## src/rtl/fifo_wr_arbiter.sv

```systemverilog
// Round-robin, burst-bounded arbiter sharing one FIFO write port among NUM_REQ
// valid/ready producers. All state lives in the write clock domain.

module fifo_wr_arb_lane #(
    parameter int DW = 8
) (
    input  logic          gnt_i,
    input  logic          valid_i,
    input  logic [DW-1:0] data_i,
    input  logic          fifo_full_i,
    output logic          ready_o,
    output logic          wr_o,
    output logic [DW-1:0] data_o
);
    assign ready_o = gnt_i & ~fifo_full_i;
    assign wr_o    = ready_o & valid_i;
    // Zero when not granted so the top can OR the lanes together as a mux.
    assign data_o  = gnt_i ? data_i : '0;
endmodule

module fifo_wr_arbiter #(
    parameter int NUM_REQ    = 4,
    parameter int DATA_WIDTH = 8,
    parameter int MAX_BURST  = 4
) (
    input  logic                          wrclk,
    input  logic                          wrst_n,
    input  logic [NUM_REQ-1:0]            req_valid,
    input  logic [NUM_REQ*DATA_WIDTH-1:0] req_data,
    output logic [NUM_REQ-1:0]            req_ready,
    input  logic                          fifo_full,
    output logic                          wr_en,
    output logic [DATA_WIDTH-1:0]         data_in,
    output logic [NUM_REQ-1:0]            gnt_onehot,
    output logic                          busy,
    output logic [15:0]                   stall_cnt
);
    localparam int IDX_W = $clog2(NUM_REQ);
    localparam int BW    = $clog2(MAX_BURST + 1);
    localparam logic [BW-1:0]    LAST_BEAT = BW'(MAX_BURST - 1);
    localparam logic [IDX_W-1:0] LAST_IDX  = IDX_W'(NUM_REQ - 1);

    typedef enum logic {IDLE, BURST} state_t;

    state_t               state_q;
    logic [IDX_W-1:0]     gnt_idx_q;
    logic [IDX_W-1:0]     last_gnt_q;
    logic [NUM_REQ-1:0]   gnt_onehot_q;
    logic                 busy_q;
    logic [BW-1:0]        beat_cnt_q;
    logic [15:0]          stall_cnt_q;

    logic [NUM_REQ-1:0][DATA_WIDTH-1:0] req_data_a;
    logic [NUM_REQ-1:0][DATA_WIDTH-1:0] lane_data;
    logic [NUM_REQ-1:0]                 lane_wr;
    logic [DATA_WIDTH-1:0]              data_mux;
    logic                               gnt_valid;
    logic                               rr_hit;
    logic [IDX_W-1:0]                   rr_sel;

    assign req_data_a = req_data;

    genvar g;
    generate
        for (g = 0; g < NUM_REQ; g++) begin : g_lane
            fifo_wr_arb_lane #(.DW(DATA_WIDTH)) u_lane (
                .gnt_i       (gnt_onehot_q[g]),
                .valid_i     (req_valid[g]),
                .data_i      (req_data_a[g]),
                .fifo_full_i (fifo_full),
                .ready_o     (req_ready[g]),
                .wr_o        (lane_wr[g]),
                .data_o      (lane_data[g])
            );
        end
    endgenerate

    always_comb begin
        data_mux = '0;
        for (int i = 0; i < NUM_REQ; i++) data_mux |= lane_data[i];
    end

    assign wr_en      = |lane_wr;
    assign data_in    = data_mux;
    assign gnt_valid  = |(gnt_onehot_q & req_valid);
    assign gnt_onehot = gnt_onehot_q;
    assign busy       = busy_q;
    assign stall_cnt  = stall_cnt_q;

    // Search starts just past the last owner so every requester gets a turn.
    always_comb begin
        logic [IDX_W-1:0] cand;
        rr_hit = 1'b0;
        rr_sel = '0;
        cand   = '0;
        for (int k = 1; k <= NUM_REQ; k++) begin
            cand = IDX_W'((int'(last_gnt_q) + k) % NUM_REQ);
            if (!rr_hit && req_valid[cand]) begin
                rr_hit = 1'b1;
                rr_sel = cand;
            end
        end
    end

    always_ff @(posedge wrclk or negedge wrst_n) begin
        if (!wrst_n) begin
            state_q      <= IDLE;
            gnt_idx_q    <= '0;
            last_gnt_q   <= LAST_IDX;
            gnt_onehot_q <= '0;
            busy_q       <= 1'b0;
            beat_cnt_q   <= '0;
            stall_cnt_q  <= '0;
        end else begin
            case (state_q)
                IDLE: begin
                    if (rr_hit) begin
                        state_q      <= BURST;
                        gnt_idx_q    <= rr_sel;
                        gnt_onehot_q <= NUM_REQ'(1) << rr_sel;
                        busy_q       <= 1'b1;
                        beat_cnt_q   <= '0;
                    end
                end
                BURST: begin
                    if (!gnt_valid || (wr_en && beat_cnt_q == LAST_BEAT)) begin
                        state_q      <= IDLE;
                        last_gnt_q   <= gnt_idx_q;
                        gnt_onehot_q <= '0;
                        busy_q       <= 1'b0;
                        beat_cnt_q   <= '0;
                    end else if (wr_en) begin
                        beat_cnt_q <= beat_cnt_q + 1'b1;
                    end else if (stall_cnt_q != 16'hFFFF) begin
                        // Granted beat is valid but the FIFO is full.
                        stall_cnt_q <= stall_cnt_q + 16'd1;
                    end
                end
                default: state_q <= IDLE;
            endcase
        end
    end

    a_no_overflow: assert property (@(posedge wrclk) disable iff (!wrst_n) !(wr_en && fifo_full));
    a_onehot:      assert property (@(posedge wrclk) disable iff (!wrst_n) $onehot0(gnt_onehot_q));
endmodule

```

## config.mk

```make
export PLATFORM = sky130hd
export DESIGN_NAME = fifo_wr_arbiter
export DESIGN_NICKNAME = d
export VERILOG_FILES = /design/src/rtl/fifo_wr_arbiter.sv
export SDC_FILE = /design/constraint.sdc
export NUM_CORES = 1
export LEC_CHECK = 0
export CORE_MARGIN = 4
export CORE_UTILIZATION = 40
export DETAILED_ROUTE_END_ITERATION = 8
export GPL_ROUTABILITY_DRIVEN = 0
export PLACE_DENSITY_LB_ADDON = 0.1
export SYNTH_ARGS = -nofsm -noshare
export SYNTH_HDL_FRONTEND = slang
export SYNTH_SLANG_ARGS = --single-unit
```

## constraint.sdc

```tcl
create_clock -name wrclk -period 2.16 [get_ports wrclk]
set_clock_uncertainty 0.05 [all_clocks]
set_input_delay 0.432 -clock wrclk [delete_from_list [all_inputs] [get_ports wrclk]]
set_output_delay 0.432 -clock wrclk [all_outputs]
set_load 0.01 [all_outputs]
```

# Yosys cells after proc, flatten, opt, wreduce, memory -nomap -nowiden
# Cells that the tools add are included.
# totals
register_bits,29
output_inout_bits,34
wordCells,88
# classes
add_sub_neg,6
magnitude_cmp,4
n_eq_ne,5
shifts,1
n_mux,33
bitwise_logic,16
n_reduce_logical,16
# op_table
operator,n
2-to-1 mux 8 bit,4
OR 8 bit,3
adder 16 x 1 -> 16 bit (second input constant),1
inequality test 16 bit (second input constant),1
< comparator 2 x 3 -> 1 bit (second input constant),4
2-to-1 mux 1 bit,12
2-to-1 mux 3 bit,3
AND 1 bit,8
binary-select mux 1 bit (select 2 bit),4
2-to-1 mux 2 bit,4
2-to-1 mux 4 bit,2
one-hot mux 4 bit (2 select lines),1
AND reduction 2 bit,4
OR reduction 4 bit,2
one-hot mux 3 bit (2 select lines),1
adder 2 x 1 -> 2 bit (second input constant),2
adder 2 bit (second input constant),2
AND 4 bit,1
logical AND 1 bit,4
logical NOT 1 bit,4
NOT 1 bit,4
one-hot mux 1 bit (2 select lines),2
AND reduction 4 bit,1
<< shifter 1 x 2 -> 4 bit (first input constant),1
other kinds (6),6

# Logic depth before layout (Yosys ltp)
# Gate-level depths: netlist (run 1).
# logic_depth
ltp_word,16
ltp_mapped,6

# Hierarchy
# Synthesis (run 1) repeated with hierarchy kept, for this count alone.
# hier_totals
cells_unflattened,188
area_unflattened_um2,1916.8
# by_module_without_submodules
mod,n_inst,cells_each,area_each_um2,seq_area_each_um2
fifo_wr_arbiter,1,148,1656.6,728.2
fifo_wr_arb_lane,4,10,65.1,0.0

# Worst setup path before layout (run 1)
# OpenSTA, ideal clock, no wires.
# synth_path
path_type,register -> register
start,"register stall_cnt_q[0], in the netlist stall_cnt[0]"
end,"register stall_cnt_q[13], in the netlist stall_cnt[13]"
arrival_time_ns,1.620
required_time_ns,2.031
setup_slack_ns,0.411
path_stages_with_launch,7
n_path_buf,1
cell_sequence,dfrtp_1 -> ha_1 -> nand4_1 -> and4b_1 -> buf_4 -> nor4_4 -> xor2_1
# synth_between
elab_chain_len,2
# synth_lines
element,line,source
"start, declared",51,logic [15:0] stall_cnt_q;
"start signal, assigned",136,stall_cnt_q <= stall_cnt_q + 16'd1;
"parallel branches: the longest is 2 deep, another holds adder 16 x 1 -> 16 bit",--,
# Parallel ways; which one is timed is not known.
# A chain may end at the register's enable or synchronous reset.

# Worst setup path in the final report (run 1)
# layout_path
start,"register gnt_onehot_q[2], in the netlist gnt_onehot[2]"
end,output data_in[2]
# layout_between
elab_chain_len,3
# layout_lines
element,line,source
"start, declared",48,logic [NUM_REQ-1:0] gnt_onehot_q;
"start signal, assigned",120,gnt_onehot_q <= NUM_REQ'(1) << rr_sel;
2-to-1 mux 8 bit,18,assign data_o = gnt_i ? data_i : '0;
OR 8 bit (2 in series),80,for (int i = 0; i < NUM_REQ; i++) data_mux |= lane_data[i];
"end, declared",33,"output logic [DATA_WIDTH-1:0] data_in,"
# No other way between the ends.

==> impl_results.md, run 1 <==
* Slew Viols, Final at 0
* Pin count of the biggest net entering global routing at 30
* Worst slew pin tran at 0.616 ns
* Ys async rst share at 1.00
* Area leader, netlist: dfrtp_1
* Total CTS buffers at 5
* Gr ovfl total at 0
* IO buf count at 72
* Status: finished clean
* Worst R2R End: stall_cnt[11]
* Util after Layout at 0.654
* PD cells at 1020 nW/um^2
* Final cycle utilization of the critical path at 0.965
* WL/cell at 15.2 um
* Top cells by area, synth: dfrtp_1 (39%), a22oi_1 (6.9%), xor2_1 (6.5%), buf_4 (3.9%), nand2_1 (3.4%)
* Syn nets at 213
* Drt first pass iters at 4
* Initial Util at 0.424
* # fillers at 319
* Count leader, synth: dfrtp_1
* Area grow syn2layout at 54.2%
* Final min period at 2.08 ns
* Final Setup Violations at 0
* DP HPWL at 3720 um
* CTS Buffer Depth at 2
* Fin worst setup slack at 0.0763 ns
* Hold WS at 0.433 ns
* Cells after Synth at 171
* Critical Path End Type: output pin
* Synth cell types at 43
* Synthesized area at 1750 um^2
* #FFs+latches synth at 29
* Vias in the first global route at 1,703
* Initial DRC count at 44
* Routed Antenna Nets at 0
* Post-CTS Resized at 2
* Critical Path AT at 1.60 ns
* Antenna violations before repair at 0
* First-pass GRT wire length at 7590 um
* N_diodes at 0
* Max Fanout on Critical Path at 11
* Pleak at 1.23 nW
* Vias at 1,661
* CTS tree: built
* Chip width at 74.1 um
* Post-synth EDFFs at 0
* Root buffer cell: clkbuf_8
* Max transition margin at 0.585
* Mean Syn Cell Area at 10.2 um^2
* Total wire length at 4670 um
* Commonest cells post-synth: dfrtp_1 (27), a22oi_1 (16), nand2_1 (16)
* Vias per cell at 5.41
* Setup bufs post-CTS at 0
* Top FF cell, synth: dfrtp_1
* CP Launch Point: gnt_onehot[2]
* Layout cell share with drive strength beyond 1 at 0.163
* Hold buffer count at cts at 0
* Max-Cap Viols at 0
* RR Startpoint: stall_cnt[0]
* Insertion delay to the later sink of the worst-skew pair at 0.28 ns
* Worst r2r path cells at 6
* I/O Pins at 73
* Worst endpoint required time at 1.68 ns
* CP Class: reg2out
* Fmax at 0.480 GHz
* Die area at 5490 um^2
* Sequential-to-total area share from yosys stat at 0.417
* RSZ-0062 raised after global routing: false
* Peak supply drop at 0.615 mV
* Residual DRC at 0
* Core area at 4120 um^2
* R2R Setup Slk at 0.23 ns
* Worst Setup EP: data_in[2]
* Syn. warnings at 0
* Clk sinks at 29
* Synth top area share at 0.387
* Reg clk slew, reported paths at 0.06 ns
* # rows at 23
* Final Hold Vio Count at 0
* Critical Path Start Type: flip-flop
* DP Worst Slack at -0.153 ns
* H-Tree Depth at 2
* Hold Crit Class: reg2reg
* Gr usage total at 0.182
* Fin nets at 298
* Chip Height at 74.1 um
-- layout by cell type (no fill, tap or decap), types with 6 or more instances in the layout --
cell	n
clkdlybuf4s50_1	67
dfrtp_1	27
buf_4	20
a22oi_1	16
nand2_1	16
xor2_1	13
nor2_1	8
clkbuf_8	7
nand2b_1	6
-- flip-flops by register name, indices dropped and copies added, names as in the netlist --
name        count
stall_cnt      16
gnt_onehot      4
beat_cnt_q      3
gnt_idx_q       2
last_gnt_q      2
busy            1
state_q         1
-- cell families (layout without fill, tap and decap cells) --
logic type	Yosys count	in the layout	share of synthesized area
simple gates	63	63	0.221
compound gates	37	37	0.168
flops	29	29	0.417
buf+inv	19	105	0.0645
xor+xnor	13	13	0.0652
mux	7	7	0.0430
fa+ha+maj	3	3	0.0215
-- worst max-delay path, cell delays in order (launching register included) --
cell and delay, ns:
dfrtp_1 0.40, buf_4 0.18, a22oi_1 0.18, nand2_1 0.08
clkdlybuf4s50_1 0.48
-- power by group --
group / internal [W] / total, W / switching [W] / leakage [nW]
logic: 0.000796 / 0.00145 / 0.000652 / 0.801
clock network: 0.000287 / 0.000489 / 0.000202 / 0.0542
registers: 0.000687 / 0.000820 / 0.000132 / 0.375
-- worst min path at each step --
stage | from | to | slack (ns) | cells after the start
floorplan | wrst_n | beat_cnt_q[0] | 0.09 | 0
global placement | gnt_idx_q[1] | gnt_idx_q[1] | 0.41 | 2
detailed placement | gnt_idx_q[1] | gnt_idx_q[1] | 0.43 | 2
CTS | gnt_idx_q[1] | gnt_idx_q[1] | 0.44 | 2
global route | busy | busy | 0.46 | 1
finish | busy | busy | 0.43 | 1
-- through the flow --
step                cells  instance area (um^2)  TNS (ns)  total power (W)
floorplan             171                  1750         0          0.00159
global placement      299                  2590    -0.208          0.00226
detailed placement    299                  2590    -0.876          0.00231
CTS                   307                  2690         0          0.00281
global route          307                  2690         0          0.00295
finish                307                  2690         0          0.00276
-- layer usage --
layer	vias to the layer above	track usage	share of wire
li1	793	-	-
met1	792	0.202	0.39
met2	68	0.311	0.50
met3	8	0.0662	0.087
met4	0	0.0845	0.017
met5	-	0	0
-- layout make-up --
cell class	instances	area, um^2	share of cell area
multi-input cells	123	906	0.336
repair buffers	92	876	0.325
flip-flops and latches	29	728	0.270
clock buffers	7	96.3	0.0358
well taps	50	62.6	0.0232
inverters	5	18.8	0.00697
clock inverters	1	5.00	0.00186
(Power assumes the default switching activity.)
==> inputs of run 2 (changes only) <==
- CORE_ASPECT_RATIO: default -> 1.1
- RECOVER_POWER: default -> 50
==> impl_results.md, run 2 (synthesis gave the netlist of run 1 again) <==
* Status: finished clean (unchanged)
* Max incr delay on CP at 0.49 ns (was 0.48 ns)
* Final Setup Violations at 0 (unchanged)
* Most common cell after layout, fill and taps aside: clkdlybuf4s50_1 (unchanged)
* FF+latch area at 728 um^2 (unchanged)
* Worst Setup EP: data_in[0] (was data_in[2])
* Reg clk slew, reported paths at 0.07 ns (was 0.06 ns)
* Critical Path AT at 1.62 ns (was 1.60 ns)
* Initial Util at 0.428 (was 0.424)
* Max transition margin at 0.525 (was 0.585)
* Most Crowded Layer GR: met2 (unchanged)
* Layout cell share with drive strength beyond 1 at 0.154 (was 0.163)
* H-Tree Depth at 2 (unchanged)
* Total CTS buffers at 5 (unchanged)
* IO buf count at 72 (unchanged)
* Met1 Usage GRT at 0.229 (was 0.202)
* CP Launch Point: gnt_onehot[2] (unchanged)
* Max Fanout on Critical Path at 10 (was 11)
* Pleak at 1.24 nW (was 1.23 nW)
* Cell breakdown of the critical path: buf_4 > a22oi_1 > nand2_1 > clkdlybuf4s50_1 (unchanged)
* Slew Viols, Final at 0 (unchanged)
* Pin count of the biggest net entering global routing at 30 (unchanged)
* Vias per cell at 5.43 (was 5.41)
* Max reg flops at 16 (unchanged)
* PD cells at 1010 nW/um^2 (was 1020 nW/um^2)
* Insertion delay to the later sink of the worst-skew pair at 0.28 ns (about the same)
* Die area at 5490 um^2 (about the same)
* WL/cell at 16.2 um (was 15.2 um)
* RR Startpoint: stall_cnt[0] (unchanged)
* Vias at 1,662 (was 1,661)
* Family with the most delay on the worst path: buffers and inverters (unchanged)
* Gr ovfl total at 0 (unchanged)
* DP HPWL at 3800 um (was 3720 um)
* Worst slew pin tran at 0.713 ns (was 0.616 ns)
* Area grow syn2layout at 52.0% (was 54.2%)
* Antenna violations before repair at 0 (unchanged)
* Initial DRC count at 49 (was 44)
* Multi-input gate area at 907 um^2 (was 906 um^2)
* Hold WS at 0.439 ns (was 0.433 ns)
* # fillers at 353 (was 319)
* Chip width at 71.0 um (was 74.1 um)
* Met2 Use GR at 0.310 (was 0.311)
* RSZ-0062 raised after global routing: false (unchanged)
* Chip Height at 77.3 um (was 74.1 um)
* Met3 Use GR at 0.0471 (was 0.0662)
* Routed Antenna Nets at 0 (unchanged)
* Post-route cell area at 2660 um^2 (was 2690 um^2)
* Final Hold Vio Count at 0 (unchanged)
* R2R Setup Slk at 0.30 ns (was 0.23 ns)
* Crit path buf inv count at 2 (unchanged)
* Hold Crit Class: reg2reg (unchanged)
* Vias in the first global route at 1,707 (was 1,703)
* Worst R2R End: stall_cnt[1] (was stall_cnt[11])
* Util after Layout at 0.650 (was 0.654)
* # rows at 24 (was 23)
* Critical path depth in cells at 4 (unchanged)
* Setup bufs post-CTS at 0 (unchanged)
* Worst path slowest cell: clkdlybuf4s50_1 (unchanged)
* Fmax at 0.475 GHz (was 0.480 GHz)
* Final cycle utilization of the critical path at 0.974 (was 0.965)
* Critical Path Start Type: flip-flop (unchanged)
* Peak supply drop at 0.593 mV (was 0.615 mV)
* Root buffer cell: clkbuf_8 (unchanged)
* Drt first pass iters at 4 (unchanged)
* I/O Pins at 73 (unchanged)
* Worst r2r path cells at 5 (was 6)
* N_diodes at 0 (unchanged)
* Most frequent cells in the layout: clkdlybuf4s50_1 (51), dfrtp_1 (27), a22oi_1 (16), nand2_1 (16) (was clkdlybuf4s50_1 (67), dfrtp_1 (27), buf_4 (20))
* CTS tree: built (unchanged)
* Final min period at 2.10 ns (was 2.08 ns)
* CTS Buffer Depth at 2 (unchanged)
* Max-Cap Viols at 0 (unchanged)
* Residual DRC at 0 (unchanged)
* Clk sinks at 29 (unchanged)
* Worst endpoint required time at 1.68 ns (about the same)
* Total wire length at 4950 um (was 4670 um)
* Core area at 4080 um^2 (was 4120 um^2)
* First-pass GRT wire length at 8260 um (was 7590 um)
* Gr usage total at 0.186 (was 0.182)
* Critical Path End Type: output pin (unchanged)
* Fin nets at 295 (was 298)
* CP Class: reg2out (unchanged)
* Area after DPL at 2570 um^2 (was 2590 um^2)
run 2: power by group:
| part | internal (W) | switching [W] |
|---|---|---|
| clock network | 0.000222 | 0.000215 |
| registers | 0.000687 | 0.000137 |
| logic | 0.000774 | 0.000641 |
run 2: what timing repair did:
action / CTS / global route
hold buffers: 0 / 0
endpoints found under the hold margin: 0 / 0
endpoints found under the setup margin: 5 / 5
gates resized for setup: 2 / 5
run 2: stage by stage:
| step | cells | setup WS [ns] | TNS [ns] | power, W |
|---|---|---|---|---|
| after floorplan | 171 | 0.411 | 0 | 0.00159 |
| after global placement | 298 | -0.150 | -1.02 | 0.00224 |
| after detailed placement | 298 | -0.174 | -1.79 | 0.00229 |
| after CTS | 306 | 0.0342 | 0 | 0.00273 |
| after global routing | 306 | 0.0115 | 0 | 0.00287 |
| final | 306 | 0.0559 | 0 | 0.00268 |
run 2: area by class of cell:
type | count | share of cell area
Timing Repair Buffer | 89 | 0.320
Clock buffer | 5 | 0.0259
Clock inverter | 3 | 0.00660
Inverter | 5 | 0.00707
Tap cell | 52 | 0.0245
Sequential cell | 29 | 0.274
Multi-Input combinational cell | 123 | 0.342
run 2: routing by layer:
| metal | wire, um | up-vias |
|---|---|---|
| met5 | 0 | - |
| met2 | 2470 | 64 |
| li1 | - | 784 |
| met4 | 144 | 0 |
| met3 | 273 | 15 |
| met1 | 2070 | 799 |
run 2: worst min-delay path by stage:
stage	start	end	slack (ns)	cells past startpoint
global placement	busy	busy	0.41	1
finish	busy	busy	0.44	1
detailed placement	gnt_idx_q[1]	gnt_idx_q[1]	0.43	2
global route	busy	busy	0.46	1
floorplan	wrst_n	beat_cnt_q[0]	0.09	0
CTS	gnt_idx_q[1]	gnt_idx_q[1]	0.44	2
==> inputs of run 3 (changes only) <==
- SLEW_MARGIN: default -> 5
==> results of run 3 <==
Final layout, timing and power as in run 2 (identical DEF).
